<file path="config.mk">
export PLATFORM = sky130hd
export DESIGN_NAME = multicycle_sequencer_flat
export DESIGN_NICKNAME = d
export VERILOG_FILES = /design/src/rtl/multicycle_sequencer_if.sv /design/src/rtl/multicycle_sequencer.sv /design/src/flat_wrapper.sv
export SDC_FILE = /design/constraint.sdc
export NUM_CORES = 1
export LEC_CHECK = 0
export CAP_MARGIN = 20
export CORE_UTILIZATION = 44
export DETAILED_ROUTE_END_ITERATION = 12
export GPL_ROUTABILITY_DRIVEN = 0
export PLACE_DENSITY = 0.72
export SLEW_MARGIN = 20
export SYNTH_ARGS = -nofsm -noshare
export SYNTH_HDL_FRONTEND = slang
export SYNTH_SLANG_ARGS = --single-unit
</file>
<file path="constraint.sdc">
create_clock -name clk -period 1.6 [get_ports clk]
set_input_delay 0.32 -clock clk [delete_from_list [all_inputs] [get_ports clk]]
set_output_delay 0.32 -clock clk [all_outputs]
set_load 0.01 [all_outputs]
</file>
<file path="src/rtl/multicycle_sequencer_if.sv">
// Shared memory-port handshake between the multi-cycle sequencer (master) and memory (slave).
interface multicycle_sequencer_if;
    logic mem_req;
    logic mem_wr;
    logic addr_sel;
    logic mem_ready;

    modport master (output mem_req, output mem_wr, output addr_sel, input mem_ready);
    modport slave  (input mem_req, input mem_wr, input addr_sel, output mem_ready);
endinterface

</file>
<file path="src/rtl/multicycle_sequencer.sv">
// Multi-cycle FETCH/DECODE/EXEC/MEM/WB control FSM for the RV32I core over one shared memory port.
// Define SEQ_MEM_TIMEOUT_EN to trap a memory request left unanswered for TIMEOUT_CYCLES cycles.
module multicycle_sequencer #(
    parameter int TIMEOUT_CYCLES = 255,
    parameter int INSTRET_W      = 32
) (
    input  logic                   clk,
    input  logic                   rst_n,
    multicycle_sequencer_if.master mem,
    input  logic [6:0]             opcode,
    input  logic                   br_taken,
    output logic                   ir_le,
    output logic                   pc_le,
    output logic                   pc_sel,
    output logic                   rf_we,
    output logic [2:0]             state,
    output logic [INSTRET_W-1:0]   instret,
    output logic                   err,
    output logic [1:0]             err_code
);

    typedef enum logic [2:0] {
        IDLE   = 3'd0,
        FETCH  = 3'd1,
        DECODE = 3'd2,
        EXEC   = 3'd3,
        MEM    = 3'd4,
        WB     = 3'd5,
        TRAP   = 3'd6
    } state_t;

    localparam logic [6:0] OP_LOADS    = 7'b0000011;
    localparam logic [6:0] OP_STORES   = 7'b0100011;
    localparam logic [6:0] OP_BTYPE    = 7'b1100011;
    localparam logic [6:0] OP_LUI      = 7'b0110111;
    localparam logic [6:0] OP_AUIPC    = 7'b0010111;
    localparam logic [6:0] OP_JAL      = 7'b1101111;
    localparam logic [6:0] OP_JALR     = 7'b1100111;
    localparam logic [6:0] OP_ARITHM_I = 7'b0010011;
    localparam logic [6:0] OP_ARITHM_R = 7'b0110011;

    state_t cur;
    logic   is_load;
    logic   is_store;
    logic   is_btype;
    logic   is_jump;
    logic   is_wb_op;
    logic   timeout;

    assign is_load  = (opcode == OP_LOADS);
    assign is_store = (opcode == OP_STORES);
    assign is_btype = (opcode == OP_BTYPE);
    assign is_jump  = (opcode == OP_JAL) || (opcode == OP_JALR);
    assign is_wb_op = (opcode == OP_LUI) || (opcode == OP_AUIPC) || is_jump ||
                      (opcode == OP_ARITHM_I) || (opcode == OP_ARITHM_R);

    assign state = cur;
    assign err   = (err_code != 2'b00);

`ifdef SEQ_MEM_TIMEOUT_EN
    localparam int CNT_W = (TIMEOUT_CYCLES > 1) ? $clog2(TIMEOUT_CYCLES + 1) : 1;
    logic [CNT_W-1:0] wait_cnt;

    // A ready in the final wait cycle still wins, so the timeout only fires on a genuine miss.
    assign timeout = mem.mem_req && !mem.mem_ready &&
                     (wait_cnt == CNT_W'(TIMEOUT_CYCLES - 1));

    always_ff @(posedge clk or negedge rst_n) begin
        if (!rst_n) begin
            wait_cnt <= '0;
        end else if (!mem.mem_req || mem.mem_ready) begin
            wait_cnt <= '0;
        end else begin
            wait_cnt <= wait_cnt + 1'b1;
        end
    end
`else
    assign timeout = 1'b0;
`endif

    // Strobes depend on live OPCODE/BR_TAKEN/MEM_READY so the retire happens in the same cycle.
    always_comb begin
        mem.mem_req  = 1'b0;
        mem.mem_wr   = 1'b0;
        mem.addr_sel = 1'b0;
        ir_le        = 1'b0;
        pc_le        = 1'b0;
        pc_sel       = 1'b0;
        rf_we        = 1'b0;
        case (cur)
            FETCH: begin
                mem.mem_req = 1'b1;
                ir_le       = mem.mem_ready;
            end
            EXEC: begin
                if (is_btype) begin
                    pc_le  = 1'b1;
                    pc_sel = br_taken;
                end
            end
            MEM: begin
                mem.mem_req  = 1'b1;
                mem.addr_sel = 1'b1;
                mem.mem_wr   = is_store;
                pc_le        = mem.mem_ready && is_store;
            end
            WB: begin
                rf_we  = 1'b1;
                pc_le  = 1'b1;
                pc_sel = is_jump;
            end
            default: begin
            end
        endcase
    end

    always_ff @(posedge clk or negedge rst_n) begin
        if (!rst_n) begin
            cur      <= IDLE;
            instret  <= '0;
            err_code <= 2'b00;
        end else begin
            if (pc_le) begin
                instret <= instret + 1'b1;
            end
            case (cur)
                IDLE:   cur <= FETCH;
                FETCH: begin
                    if (mem.mem_ready) begin
                        cur <= DECODE;
                    end else if (timeout) begin
                        cur      <= TRAP;
                        err_code <= 2'b10;
                    end
                end
                DECODE: cur <= EXEC;
                EXEC: begin
                    if (is_load || is_store) begin
                        cur <= MEM;
                    end else if (is_btype) begin
                        cur <= FETCH;
                    end else if (is_wb_op) begin
                        cur <= WB;
                    end else begin
                        cur      <= TRAP;
                        err_code <= 2'b01;
                    end
                end
                MEM: begin
                    if (mem.mem_ready) begin
                        cur <= is_store ? FETCH : WB;
                    end else if (timeout) begin
                        cur      <= TRAP;
                        err_code <= 2'b10;
                    end
                end
                WB:     cur <= FETCH;
                TRAP:   cur <= TRAP;
                default: cur <= IDLE;
            endcase
        end
    end

endmodule

</file>
<file path="src/flat_wrapper.sv">
// flat-port wrapper written by rule: the top's interface ports become plain ports
module multicycle_sequencer_flat 
#(
    parameter int TIMEOUT_CYCLES = 255,
    parameter int INSTRET_W      = 32
)
  (clk, rst_n, opcode, br_taken, ir_le, pc_le, pc_sel, rf_we, state, instret, err, err_code, mem_mem_req, mem_mem_wr, mem_addr_sel, mem_mem_ready);
  multicycle_sequencer_if mem_i ();
  input  logic clk;
  input  logic rst_n;
  input  logic [6:0] opcode;
  input  logic br_taken;
  output logic ir_le;
  output logic pc_le;
  output logic pc_sel;
  output logic rf_we;
  output logic [2:0] state;
  output logic [INSTRET_W-1:0] instret;
  output logic err;
  output logic [1:0] err_code;
  output wire logic [$bits(mem_i.mem_req)-1:0] mem_mem_req;
  output wire logic [$bits(mem_i.mem_wr)-1:0] mem_mem_wr;
  output wire logic [$bits(mem_i.addr_sel)-1:0] mem_addr_sel;
  input wire logic [$bits(mem_i.mem_ready)-1:0] mem_mem_ready;
  assign mem_mem_req = mem_i.mem_req;
  assign mem_mem_wr = mem_i.mem_wr;
  assign mem_addr_sel = mem_i.addr_sel;
  assign mem_i.mem_ready = mem_mem_ready;
  multicycle_sequencer #(.TIMEOUT_CYCLES(TIMEOUT_CYCLES), .INSTRET_W(INSTRET_W)) u_core (.clk(clk), .rst_n(rst_n), .mem(mem_i), .opcode(opcode), .br_taken(br_taken), .ir_le(ir_le), .pc_le(pc_le), .pc_sel(pc_sel), .rf_we(rf_we), .state(state), .instret(instret), .err(err), .err_code(err_code));
endmodule
</file>
==> impl_results.md <==
- Status: complete, but fails checks
- Failing checks: setup timing
- Post-route worst setup slack: -0.429 ns
- RR Startpoint: u_core.state[1]
- Layout cells sized above 1: around 44%
- Fin crit period: between 2 and 2.5 ns
- Post-synthesis register bit count: 36
- Final Net Count: 344
- IO Pins: 56
- Lkg Pwr: around 1.5 nW
- Mapped cell area: 0.00216 sq mm
- Critical path, cell by cell: and4bb_2 > o2111ai_4 > buf_6 > buf_12 > a2111oi_4 > xor2_1
- Gr usage total: 25.8%
- Most frequent cells in the layout: buf_4 (68), dfrtp_1 (32), xor2_1 (31)
- # Max-Cap Violations: 0
- Cell area after placement: 0.00321 sq mm
- Crit path max-delay family: compound AO/OA/AOI/OAI gates
- Overall power: 7.27 mW
- Die ar.: 0.00519 sq mm
- Chip width: 72.0 um
- Placed Cells: 369
- FF-to-FF path depth: 6
- Worst reg2reg setup slack: -0.43 ns
- Endpoint class of the critical path: register
- Root buffer cell: clkbuf_8
- Sequential Area: 906 sq um
- Fmax: 0.493 GHz
- Router iterations before antenna repair: 4
- Chip height: 72.0 um
- Final setup viols: 38
- Cell Pwr Density: ~1900 mW/mm^2
- Clock transition at the registers of the reported paths: 0.08 ns
- Largest net degree at the start of global routing: 18
- Post-Syn Instances: 204
- Max Buffers Root-to-Sink: 2
- WL per Instance: 17.9 um
- VDD IR max: 1.23 mV
- Sequential share of the synthesized area: 41.7%
- Worst hold margin: 0.482 ns
- Remaining antenna violation count: 0
- CP Buf/Inv Count: 2
- Row Count: 25
- Clk sinks: 36
- PortBufs: 54
- Clock Skew: 0.00716 ns
- Syn_nets: 216
- Commonest non-fill, non-tap cell in the layout: buf_4
- Gr ovfl total: 0
- Initial Utilization: 45.7%
- Post-synth cell types: 45
- Num CTS Buffers: 5
- Core Region: 0.00472 sq mm
- Drt drc: 0
- Vias/cell: ~5.6
- Startpoint types: register
- First-pass GRT wire length: 10300 um
- Layout fillers: roughly 300
- Type of the worst setup path: reg2reg
- Slowest-stage cell, CP: dfrtp_2
- Drt total wl: 7160 um
- CTS tree: yes
- Fin. max-slew vios: 0
- Place WS: -0.726 ns
- N_diodes: 0
- Final period util: 127%
- Antenna violations before repair: 0
- Layout Cells excl Fill: 400
- Crit-path max cell delay: 0.44 ns
- Fin. Hold Viols: 0
- Vias in the first global route: 2114
- Worst-path fanout max: 15
- Area Overhead vs Synth: 74.1%
- H-tree Lvls: 2
- Vias: 2231
- Post-Layout Inst Area: 0.00376 sq mm
- Syn. warnings: 0
- RSZ-0062 raised after global routing: true
- Data required, critical path: 1.78 ns
- DP Wirelength: 4370 um
- Min-Delay Path Class: in2async
- Syn_area_per_cell: 10.6 sq um
- Multi-input logic area: 0.00147 sq mm
- DR iter-0 viols: 147
- Data arrival time of the critical path: ~2.2 ns
- Worst skew pair latency: between 0.2 and 0.3 ns
- Crit Reg-Reg Endpoint: u_core.instret[26]
## worst max-delay path by stage
stage | depth (start not counted) | from | endpoint
3_5_place_dp | 6 | opcode[6] | u_core.instret[17]
2_1_floorplan | 6 | u_core.state[2] | u_core.instret[15]
4_1_cts | 5 | u_core.state[1] | pc_sel
5_1_grt | 6 | u_core.state[1] | u_core.instret[26]
3_3_place_gp | 5 | opcode[6] | pc_le
6_report | 6 | u_core.state[1] | u_core.instret[26]
## cell usage after synthesis, drive strengths merged
| library cell | count | share of area [%] |
|---|---|---|
| nor3 | 2 | 0.46 |
| clkbuf | 4 | 0.70 |
| conb | 1 | 0.17 |
| a21boi | 1 | 0.35 |
| nand3 | 14 | 3.2 |
| nor4b | 2 | 0.81 |
| o211ai | 1 | 0.35 |
| inv | 4 | 0.70 |
| xor2 | 31 | 13 |
| o21bai | 1 | 0.35 |
| and3 | 7 | 2.1 |
| a211o | 1 | 0.41 |
| o2111ai | 1 | 0.70 |
| and4b | 1 | 0.46 |
| nand4 | 9 | 3.3 |
| dfrtp | 36 | 42 |
| and4 | 3 | 1.3 |
| o41a | 1 | 0.52 |
| nand2b | 1 | 0.29 |
| and4bb | 1 | 0.58 |
| buf | 12 | 2.9 |
| nor3b | 2 | 0.70 |
| a211oi | 10 | 3.5 |
| or4 | 1 | 0.52 |
| a2111oi | 16 | 11 |
| mux2 | 1 | 0.52 |
| a32oi | 2 | 0.81 |
| xnor2 | 1 | 0.41 |
| ha | 1 | 0.58 |
| nor4 | 1 | 0.29 |
| or3 | 1 | 0.29 |
| o32ai | 1 | 0.41 |
| nand2 | 18 | 3.1 |
| and2 | 1 | 0.29 |
| nor2 | 3 | 0.52 |
| a21o | 2 | 0.70 |
| a21oi | 4 | 0.93 |
| nor2b | 4 | 1.2 |
| o211a | 1 | 0.46 |
## worst reg2reg max path, delay by kind of cell (launching register included)
kind,cells,cell delay (ns)
buf+inv,2,0.34
compound gates,2,0.52
flops,1,0.44
simple gates,1,0.33
xor+xnor,1,0.30
## power by group
part / internal [mW] / switching [mW] / leakage [nW] / total [mW]
Clock: 0.350 / 0.341 / 0.0445 / 0.692
Combinational: 2.30 / 2.71 / 1.09 / 5.01
Sequential: 1.26 / 0.314 / 0.347 / 1.57
## metal layers
metal / track usage, % / routed length (um) / part of all wire (%) / vias to the layer above
li1: - / - / - / 1021
met1: 35.0 / 3080 / 43 / 1123
met2: 42.8 / 3640 / 51 / 76
met3: 4.31 / 329 / 4.6 / 11
met4: 7.84 / 116 / 1.6 / 0
met5: 0 / 0 / 0 / -
## kinds of logic after synthesis
| family | synth area share (%) |
|---|---|
| AOI/OAI and AO/OA | 20.3 |
| and+or+nand+nor | 19.4 |
| xor gates and xnor gates | 13.0 |
| buffers and inverters | 4.29 |
| DFF | 41.7 |
| muxes | 0.522 |
| other | 0.174 |
| adders and majority gates | 0.580 |
## layout make-up
type	instances	share of cell area, %
Multi-Input combinational cell	148	39.0
Sequential cell	36	24.1
Timing Repair Buffer	137	31.7
Inverter	4	0.400
Tap cell	67	2.23
Clock buffer	7	2.30
Clock inverter	1	0.200
## through the flow
step	util, %	setup TNS [ns]
after floorplan	-	-2.93
after global placement	68.1	-20.20
after detailed placement	68.1	-21.02
after CTS	74.8	-9.25
after global routing	79.5	-11.16
final	79.5	-8.85
## registers in the layout, indices dropped and copies added, names as in the netlist
signal,count
u_core.err_code,1
u_core.instret,32
u_core.state,3
## repair_timing
action / in CTS / in global routing
hold endpoints to repair: 15 / 0
pin swaps: 30 / 23
endpoints found under the setup margin: 62 / 48
hold buffers: 1 / 0
buffers inserted: 12 / 11
gates resized for setup: 91 / 32
No activity file was read; power rests on OpenSTA's default activity.
